==> src/rtl/alu_pkg.sv <==
// rtl/alu_pkg.sv - opcode and state types shared by the sequential ALU
package alu_pkg;

  typedef enum logic [3:0] {
    OP_ADD   = 4'b0000,
    OP_SUB   = 4'b0001,
    OP_AND   = 4'b0010,
    OP_OR    = 4'b0011,
    OP_LUI   = 4'b0100,
    OP_SLT   = 4'b0101,
    OP_SLL   = 4'b0110,
    OP_XOR   = 4'b0111,
    OP_SRL   = 4'b1000,
    OP_SRA   = 4'b1001,
    OP_SLTU  = 4'b1010,
    OP_RSVD  = 4'b1011,
    OP_MUL   = 4'b1100,
    OP_MULHU = 4'b1101,
    OP_DIVU  = 4'b1110,
    OP_REMU  = 4'b1111
  } alu_op_e;

  typedef enum logic [1:0] {
    S_IDLE = 2'd0,
    S_ONE  = 2'd1,
    S_ITER = 2'd2
  } alu_state_e;

  // Multiply and divide families all live in the 11xx opcode quadrant.
  function automatic logic is_iterative(input alu_op_e op);
    return op[3:2] == 2'b11;
  endfunction

  function automatic logic is_div(input alu_op_e op);
    return (op == OP_DIVU) || (op == OP_REMU);
  endfunction

endpackage

==> src/rtl/seq_muldiv.sv <==
// rtl/seq_muldiv.sv - iterative shift-add multiplier and restoring divider
module seq_muldiv
  import alu_pkg::*;
#(
  parameter int WIDTH = 32,
  parameter int SHW   = $clog2(WIDTH)
) (
  input  logic             clk,
  input  logic             reset_n,
  input  logic             go,
  input  alu_op_e          op,
  input  logic [WIDTH-1:0] a,
  input  logic [WIDTH-1:0] b,
  output logic             fin,
  output logic [WIDTH-1:0] res
);

  localparam logic [SHW-1:0] LAST = SHW'(WIDTH - 1);

  alu_op_e            op_q;
  logic               running;
  logic [SHW-1:0]     cnt;
  logic [2*WIDTH-1:0] acc;
  logic [WIDTH-1:0]   rem;
  logic [WIDTH-1:0]   md;

  logic               is_mul;
  logic [WIDTH:0]     mul_sum;
  logic [WIDTH:0]     shifted;
  logic [WIDTH:0]     diff;
  logic               div_ok;

  // acc holds {product high, multiplier} for multiply, quotient bits in the low half for divide.
  always_comb begin
    is_mul  = (op_q == OP_MUL) || (op_q == OP_MULHU);
    mul_sum = {1'b0, acc[2*WIDTH-1:WIDTH]} + {1'b0, (acc[0] ? md : {WIDTH{1'b0}})};
    shifted = {rem, acc[WIDTH-1]};
    diff    = shifted - {1'b0, md};
    div_ok  = ~diff[WIDTH];
  end

  always_ff @(posedge clk or negedge reset_n) begin
    if (!reset_n) begin
      op_q    <= OP_MUL;
      running <= 1'b0;
      cnt     <= '0;
      acc     <= '0;
      rem     <= '0;
      md      <= '0;
      fin     <= 1'b0;
    end else begin
      fin <= 1'b0;
      if (go) begin
        op_q    <= op;
        running <= 1'b1;
        cnt     <= '0;
        acc     <= {{WIDTH{1'b0}}, a};
        rem     <= '0;
        md      <= b;
      end else if (running) begin
        if (is_mul) begin
          acc <= {mul_sum, acc[WIDTH-1:1]};
        end else begin
          rem          <= div_ok ? diff[WIDTH-1:0] : shifted[WIDTH-1:0];
          acc[WIDTH-1:0] <= {acc[WIDTH-2:0], div_ok};
        end
        cnt <= cnt + SHW'(1);
        if (cnt == LAST) begin
          running <= 1'b0;
          fin     <= 1'b1;
        end
      end
    end
  end

  always_comb begin
    res = '0;
    case (op_q)
      OP_MUL, OP_DIVU: res = acc[WIDTH-1:0];
      OP_MULHU:        res = acc[2*WIDTH-1:WIDTH];
      OP_REMU:         res = rem;
      default:         res = '0;
    endcase
  end

endmodule

==> src/rtl/seq_alu.sv <==
// rtl/seq_alu.sv - sequential ALU: single-cycle integer ops plus iterative mul/div
module seq_alu
  import alu_pkg::*;
#(
  parameter int WIDTH = 32,
  parameter int SHW   = $clog2(WIDTH)
) (
  input  logic             clk,
  input  logic             reset_n,
  input  logic             start,
  input  logic [3:0]       alucontrol,
  input  logic [WIDTH-1:0] a,
  input  logic [WIDTH-1:0] b,
  output logic             busy,
  output logic             done,
  output logic [WIDTH-1:0] result,
  output logic             Z,
  output logic             C,
  output logic             V,
  output logic             N
);

  alu_state_e       state;
  alu_op_e          op_q;
  logic [WIDTH-1:0] a_q;
  logic [WIDTH-1:0] b_q;

  alu_op_e          op_in;
  logic             iter_in;
  logic             go;
  logic             fin;
  logic [WIDTH-1:0] md_res;

  logic [WIDTH-1:0] b_eff;
  logic [WIDTH:0]   add_sum;
  logic [SHW-1:0]   shamt;
  logic [WIDTH-1:0] one_res;
  logic             one_c;
  logic             one_v;

  // Divide by zero never enters the iterative path; its answer is fixed.
  always_comb begin
    op_in   = alu_op_e'(alucontrol);
    iter_in = is_iterative(op_in) && !(is_div(op_in) && (b == '0));
    go      = (state == S_IDLE) && start && iter_in;
  end

  seq_muldiv #(.WIDTH(WIDTH), .SHW(SHW)) u_muldiv (
    .clk     (clk),
    .reset_n (reset_n),
    .go      (go),
    .op      (op_in),
    .a       (a),
    .b       (b),
    .fin     (fin),
    .res     (md_res)
  );

  always_comb begin
    b_eff   = (op_q == OP_SUB) ? ~b_q : b_q;
    add_sum = {1'b0, a_q} + {1'b0, b_eff} + {{WIDTH{1'b0}}, (op_q == OP_SUB)};
    shamt   = b_q[SHW-1:0];
    one_res = '0;
    one_c   = 1'b0;
    one_v   = 1'b0;
    case (op_q)
      OP_ADD, OP_SUB: begin
        one_res = add_sum[WIDTH-1:0];
        one_c   = add_sum[WIDTH];
        one_v   = (a_q[WIDTH-1] == b_eff[WIDTH-1]) && (add_sum[WIDTH-1] != a_q[WIDTH-1]);
      end
      OP_AND:  one_res = a_q & b_q;
      OP_OR:   one_res = a_q | b_q;
      OP_LUI:  one_res = b_q;
      OP_SLT:  one_res = {{(WIDTH-1){1'b0}}, ($signed(a_q) < $signed(b_q))};
      OP_SLL:  one_res = a_q << shamt;
      OP_XOR:  one_res = a_q ^ b_q;
      OP_SRL:  one_res = a_q >> shamt;
      OP_SRA:  one_res = $signed(a_q) >>> shamt;
      OP_SLTU: one_res = {{(WIDTH-1){1'b0}}, (a_q < b_q)};
      OP_DIVU: one_res = '1;
      OP_REMU: one_res = a_q;
      default: one_res = '0;
    endcase
  end

  always_ff @(posedge clk or negedge reset_n) begin
    if (!reset_n) begin
      state  <= S_IDLE;
      op_q   <= OP_ADD;
      a_q    <= '0;
      b_q    <= '0;
      busy   <= 1'b0;
      done   <= 1'b0;
      result <= '0;
      Z      <= 1'b0;
      C      <= 1'b0;
      V      <= 1'b0;
      N      <= 1'b0;
    end else begin
      done <= 1'b0;
      case (state)
        S_IDLE: begin
          if (start) begin
            a_q   <= a;
            b_q   <= b;
            op_q  <= op_in;
            state <= iter_in ? S_ITER : S_ONE;
          end
        end
        S_ONE: begin
          result <= one_res;
          Z      <= (one_res == '0);
          N      <= one_res[WIDTH-1];
          C      <= one_c;
          V      <= one_v;
          done   <= 1'b1;
          state  <= S_IDLE;
        end
        S_ITER: begin
          if (fin) begin
            result <= md_res;
            Z      <= (md_res == '0);
            N      <= md_res[WIDTH-1];
            C      <= 1'b0;
            V      <= 1'b0;
            done   <= 1'b1;
            busy   <= 1'b0;
            state  <= S_IDLE;
          end else begin
            busy <= 1'b1;
          end
        end
        default: state <= S_IDLE;
      endcase
    end
  end

endmodule

==> config.mk <==
export PLATFORM = sky130hd
export DESIGN_NAME = seq_alu
export DESIGN_NICKNAME = d
export VERILOG_FILES = /design/src/rtl/alu_pkg.sv /design/src/rtl/seq_muldiv.sv /design/src/rtl/seq_alu.sv
export SDC_FILE = /design/constraint.sdc
export NUM_CORES = 1
export LEC_CHECK = 0
export BUFFER_PORTS_ARGS = -buffer_cell sky130_fd_sc_hd__clkbuf_2
export CAP_MARGIN = 10
export CELL_PAD_IN_SITES_DETAIL_PLACEMENT = 1
export CELL_PAD_IN_SITES_GLOBAL_PLACEMENT = 2
export CORE_ASPECT_RATIO = 0.7
export CORE_MARGIN = 1
export CORE_UTILIZATION = 35
export DETAILED_ROUTE_END_ITERATION = 10
export GPL_TIMING_DRIVEN = 0
export HOLD_SLACK_MARGIN = 0.02
export PLACE_DENSITY_LB_ADDON = 0.1
export RECOVER_POWER = 100
export SYNTH_ARGS = -nofsm -noshare
export SYNTH_HDL_FRONTEND = slang
export SYNTH_SLANG_ARGS = --single-unit
==> constraint.sdc <==
create_clock -name clk -period 9 [get_ports clk]
set_input_delay 0 -clock clk [delete_from_list [all_inputs] [get_ports clk]]
set_output_delay 0 -clock clk [all_outputs]
set_load 0.05 [all_outputs]
[After elaboration in Yosys (flattened, before gate mapping)]
Index checks and enable logic that the tools add are counted.
Widths: inputs -> output; s select.
Storage, ports and cells
  flip-flop bits (word level): 247
  latch bits: 0
  RAM bits: 0
  ROM bits: 0
  output and inout bits: 38
  logic and storage cells: 122
  memories: 0
Cells by class
  add/subtract/negate cells: 5
  multipliers: 0
  divide/modulo/power cells: 0
  $lt $le $gt $ge: 2
  equality and inequality tests: 27
  shift operators: 3
  multiplexer cells: 38
  bitwise logic cells: 5
  reductions and logical operators: 23
Operators with widths (count)
  $pmux 32 s12: 1
  $mux 32: 9
  $mux 64: 2
  $logic_not 32->1: 3
  $pmux 32 s3: 1
  $add 32x32->33: 2
  $lt 32x32->1: 2
  $pmux 32 s2: 1
  $eq 4x4->1 const B: 11
  $add 33x1->33: 1
  $sub 33x32->33: 1
  $and 32x32->32: 1
  $not 32->32: 1
  $or 32x32->32: 1
  $shl 32x5->32: 1
  $shr 32x5->32: 1
  $sshr 32x5->32: 1
  $xor 32x32->32: 1
  $eq 4x3->1 const B: 4
  $mux 1: 13
  $mux 5: 2
  $pmux 1 s2: 5
  $reduce_and 2->1: 5
  $eq 4x2->1 const B: 2
  19 further kinds: 31

[Logic depth before layout (Yosys ltp)]
  depth in word-level cells: 8
  depth in mapped cells: 19
  gate-level depth less buffers: 16

[Cells and area by module]
Synthesis repeated with hierarchy kept, for this count alone.
Second synthesis, totals
  cell total of the unflattened synthesis: 3081
  area total of the unflattened synthesis: 25087.8 µm²
By module, submodules not included
  seq_alu: instances 1, cells each 1905, area an instance 15061.9 µm²
  seq_muldiv: instances 1, cells each 1176, area an instance 10025.9 µm²

[Worst setup path before layout]
Ideal clock, no wire load.
  path type: register to register
  start point: register b_q[3]
  end point: register Z
  data arrival time: 4.135 ns
  data required time: 8.936 ns
  path slack: 4.801 ns
  cell stages (with the launch flop): 18
  period minus slack after synthesis: 4.199 ns
  cells stage by stage: dfrtp_1 -> clkbuf_1 -> clkbuf_1 -> clkbuf_1 -> clkbuf_1 -> xnor2_1 -> ha_1 -> nor2_1 -> o21ai_0 -> and3_1 -> a211o_1 -> a221o_1 -> o311ai_2 -> a31oi_1 -> a211o_1 -> a31oi_1 -> and4_1 -> a21bo_1
Between the ends
  word-level cells in the longest chain between the ends: 7
Ends and longest elaborated chain
  start: declaration: line seq_alu.sv:26  | logic [WIDTH-1:0] b_q;
  start signal: assignment: line seq_alu.sv:92  | b_q <= '0;
  start signal: assignment: line seq_alu.sv:106  | b_q <= b;
  $not 32->32: line seq_alu.sv:60  | b_eff = (op_q == OP_SUB) ? ~b_q : b_q;
  $mux 32: line seq_alu.sv:60
  $add 32x32->33: line seq_alu.sv:61  | add_sum = {1'b0, a_q} + {1'b0, b_eff} + {{WIDTH{1'b0}}, (op_q == OP_SUB)};
  $add 33x1->33: line seq_alu.sv:61
  $pmux 32 s12 *: line seq_alu.sv:66  | case (op_q)
  $logic_not 32->1 *: line seq_alu.sv:113  | Z <= (one_res == '0);
  $pmux 1 s2 *: line seq_alu.sv:102  | case (state)
  end signal: assignment: line seq_alu.sv:113
  end signal: assignment: line seq_alu.sv:123  | Z <= (md_res == '0);
  end: declaration: line seq_alu.sv:17  | output logic Z,
Mark *: on every way between the ends. The rest lies on a longest branch, timed or not.
A chain may end at the register's enable or synchronous reset.

[Final worst setup path]
  start point: register b_q[0]
  end point: register result[28]
Between the ends
  word-level cells in the longest chain between the ends: 6
Ends and longest elaborated chain
  $not 32->32: line seq_alu.sv:60
  $mux 32: line seq_alu.sv:60
  $add 32x32->33: line seq_alu.sv:61
  $add 33x1->33: line seq_alu.sv:61
  $pmux 32 s12 *: line seq_alu.sv:66
  $pmux 32 s2 *: line seq_alu.sv:102
  end signal: assignment: line seq_alu.sv:112  | result <= one_res;
  end signal: assignment: line seq_alu.sv:122  | result <= md_res;
  end: declaration: line seq_alu.sv:16  | output logic [WIDTH-1:0] result,
Marks and branches as above.

==> impl_metrics.toml <==
[critical_path]
crit_type = "reg2reg"
path_common_cell = "clkbuf_1"
path_cells = "buf_6, clkbuf_1, clkbuf_1, clkbuf_1, clkbuf_1, a21oi_1, fa_1, nand3b_1, a211oi_1, o21ai_1, a211o_1, a21o_1, a21oi_1, nand4bb_1, a211oi_1, nor3b_1, a211oi_1, a21o_1"
arrival_ns = 8.51
cp-start-kind = "register"
path_max_fanout = 10
endpoint_kind = "register"
slowest_stage = "clkbuf_1"
slowest_delay_ns = 0.94
worstPathRequired_ns = 9.48

[sta]
finalCriticalPeriod_ns = 8.032
drv_slew = 251
timing.final.crit_share_pct = 89.24
worstMarginPinSlew_ns = 6.056
rsz0062_at_grt = "false"
clock_skew_ns = 0.01367
fmax_mhz = 124.5
fin_ws_ns = 0.9682
setup_viol = 0
final-hold-violation-count = 0
relSlewSlack_pct = -303.8
finalSetupTns_ns = 0

[clocking]
clk_pin_slew_worst_paths_ns = 0.07
cts_tree = "built"
cts_buffers = 29
cts.sinks = 246
clockBufferDepth = 3
post_cts_resized = 0
cts_hold_buffers = 71
htree_levels = 1
clock_latency_ns = 0.59
post_cts_buffers = 0
root_buffer = "clkbuf_16"

[global_routing]
grt_max_degree = 103
first_global_vias = 25812
antenna_found_initial = 15
grt_first_pass_wirelength_mm = 201.5
grt_util_all_layers_pct = 40.68
grt_overflow = 0

[yosys]
synth-seq-cells = 246
synthFlopType = "dfrtp_1"
yosys.area_share.simple_pct = 17.28
netlist_instances = 2902
synth_warnings = 0
synth-edff-count = 0
synth_area_mm2 = 0.02425
synthXorXnorAreaFrac_pct = 3.612
synth_mux_area_share_pct = 14.26
synth_cell_types = 90
ys_seq_area_share_pct = 25.40
async_flop_share_pct = 100.0
synth_compound_area_share_pct = 22.86
synthAdderAreaFrac_pct = 10.83
synth_nets = 3181
synth_top_family_by_area = "compound AO/OA/AOI/OAI gates"
syn_area_per_cell_um2 = 8.355

[routing]
wire_per_inst_um = 35.95
vias_per_cell = 6.545
drt_pass1_iterations = 7
vias = 26528
dr.first_iter.drc_count = 3581
wl_mm = 145.7
drc_errors = 0
ant_nets = 0

[layout]
mostFrequentLayoutCells = "nand2_1 (331), dfrtp_1 (244), o21ai_0 (237), ha_1 (205), nor2_1 (201)"
syn_to_final_growth_pct = 14.20
stdcell_count = 4053
num-nets-final = 3403
layout_commonest_cell = "nand2_1"
layout-drive-gt1-share_pct = 10.75

[run_status]
failed_checks = "capacitance limit, slew limit"
outcome = "finished, violations left"

[place]
pre_cts_ws_ns = 2.003
dp_cells = 3920
port-buffer-count = 108
gp_congestion = 1.055
post-dp-hpwl_mm = 120.1

[floorplanning]
row_count = 80
ios = 109
fp.dieW_um = 316.6
fp.dieArea_mm2 = 0.07035
start_util_pct = 35.46
coreArea_mm2 = 0.06837
die_h_um = 222.2

[run]
cap_viol_max_count = 3

[min_path]
hp-class = "in2reg"
critical path, delay by kind of cell, from the launching register on:
family,cells,cell delay [ns]
buffers and inverters,5,3.76
AO/OA/AOI/OAI,9,2.33
AND/OR/NAND/NOR,3,0.92
adder cells (fa/ha/maj),1,0.49
flip-flops,1,0.40
per-stage QoR:
| step | hold WS, ns | instance area (um2) | util [%] |
|---|---|---|---|
| finish | 0.2183 | 27690 | 40.50 |
| global route | 0.2370 | 27670 | 40.48 |
| CTS | 0.04728 | 27800 | 40.66 |
| detailed placement | 0.003655 | 26030 | 38.07 |
| global placement | 0.2604 | 25910 | 37.91 |
| floorplan | -0.2956 | 24250 | - |
Yosys cell counts (all sizes together), types with 11 or more instances:
cell / count / area share [%]
o221ai: 11 / 0.40
buf: 77 / 1.6
nor3: 42 / 0.87
a21o: 54 / 1.7
o21a: 17 / 0.53
a31oi: 29 / 0.77
mux2: 105 / 4.9
a22oi: 22 / 0.68
nand2b: 37 / 0.95
xnor2: 72 / 2.6
mux2i: 126 / 5.2
xor2: 28 / 1.0
nand3: 74 / 1.5
inv: 137 / 2.1
a211o: 14 / 0.51
and3: 16 / 0.41
a21oi: 163 / 3.4
nand4: 20 / 0.52
a221o: 23 / 0.95
clkbuf: 131 / 2.0
and2: 50 / 1.3
nor2: 201 / 3.1
ha: 205 / 11
nand2: 331 / 5.1
nor2b: 22 / 0.57
o2111ai: 13 / 0.47
dfrtp: 244 / 25
o211ai: 28 / 0.87
o22ai: 20 / 0.52
mux4: 45 / 4.2
a221oi: 14 / 0.51
nor4: 22 / 0.59
o31ai: 21 / 0.65
o21bai: 19 / 0.59
o21ai: 240 / 5.0
or3: 11 / 0.28
a211oi: 68 / 2.1
registers in the layout, summed over array words and instances (netlist names), 5 cells and up:
name	cells
u_muldiv.rem	32
result	32
b_q	32
a_q	32
u_muldiv.acc	64
u_muldiv.md	32
u_muldiv.cnt	5
cell type report:
cell class              count  area [um2]
plain buffers             208       860.8
multi-input cells        2310       16700
fillers                  8157       40680
clock buffers              36       792.0
diodes                      7       17.52
well taps                 902        1129
repair buffers            191        1264
flip-flops and latches    246        6158
clock inverters            15       254.0
inverters                 138       518.0
final timing paths:
kind / startpoint / endpoint / slack (ns) / depth (start not counted)
worst max-delay path: b_q[0]$_DFFE_PN0P_ / result[28]$_DFFE_PN0P_ / 0.97 / 18
worst min-delay path: a[7] / u_muldiv.acc[7]$_DFFE_PN0P_ / 0.22 / 4
worst max register to register: b_q[0]$_DFFE_PN0P_ / result[28]$_DFFE_PN0P_ / 0.97 / 18
worst min register to register: result[28]$_DFFE_PN0P_ / result[28]$_DFFE_PN0P_ / 0.49 / 1
max in group asynchronous: reset_n / u_muldiv.cnt[2]$_DFFE_PN0P_ / 3.01 / 3
min in group asynchronous: reset_n / a_q[28]$_DFFE_PN0P_ / 1.20 / 3
metal layers:
metal,vias to the layer above,wire length [um],global-route usage [%]
li1,11049,-,-
met1,13742,70410,64.33
met2,1572,51230,48.82
met3,163,21380,18.18
met4,2,2682,6.684
met5,-,13,0
kinds of logic (layout without fill, tap and decap cells):
group / count (synthesis) / count (layout)
fa+ha+maj: 208 / 208
xor+xnor: 100 / 100
buf+inv: 346 / 588
mux: 276 / 276
other cells: 0 / 7
simple gates: 887 / 887
flops: 246 / 246
compound gates: 839 / 839
Power is left out: the tool's default activity adds up to more than one toggle a clock period on the data nets, which glitch-free logic cannot reach.
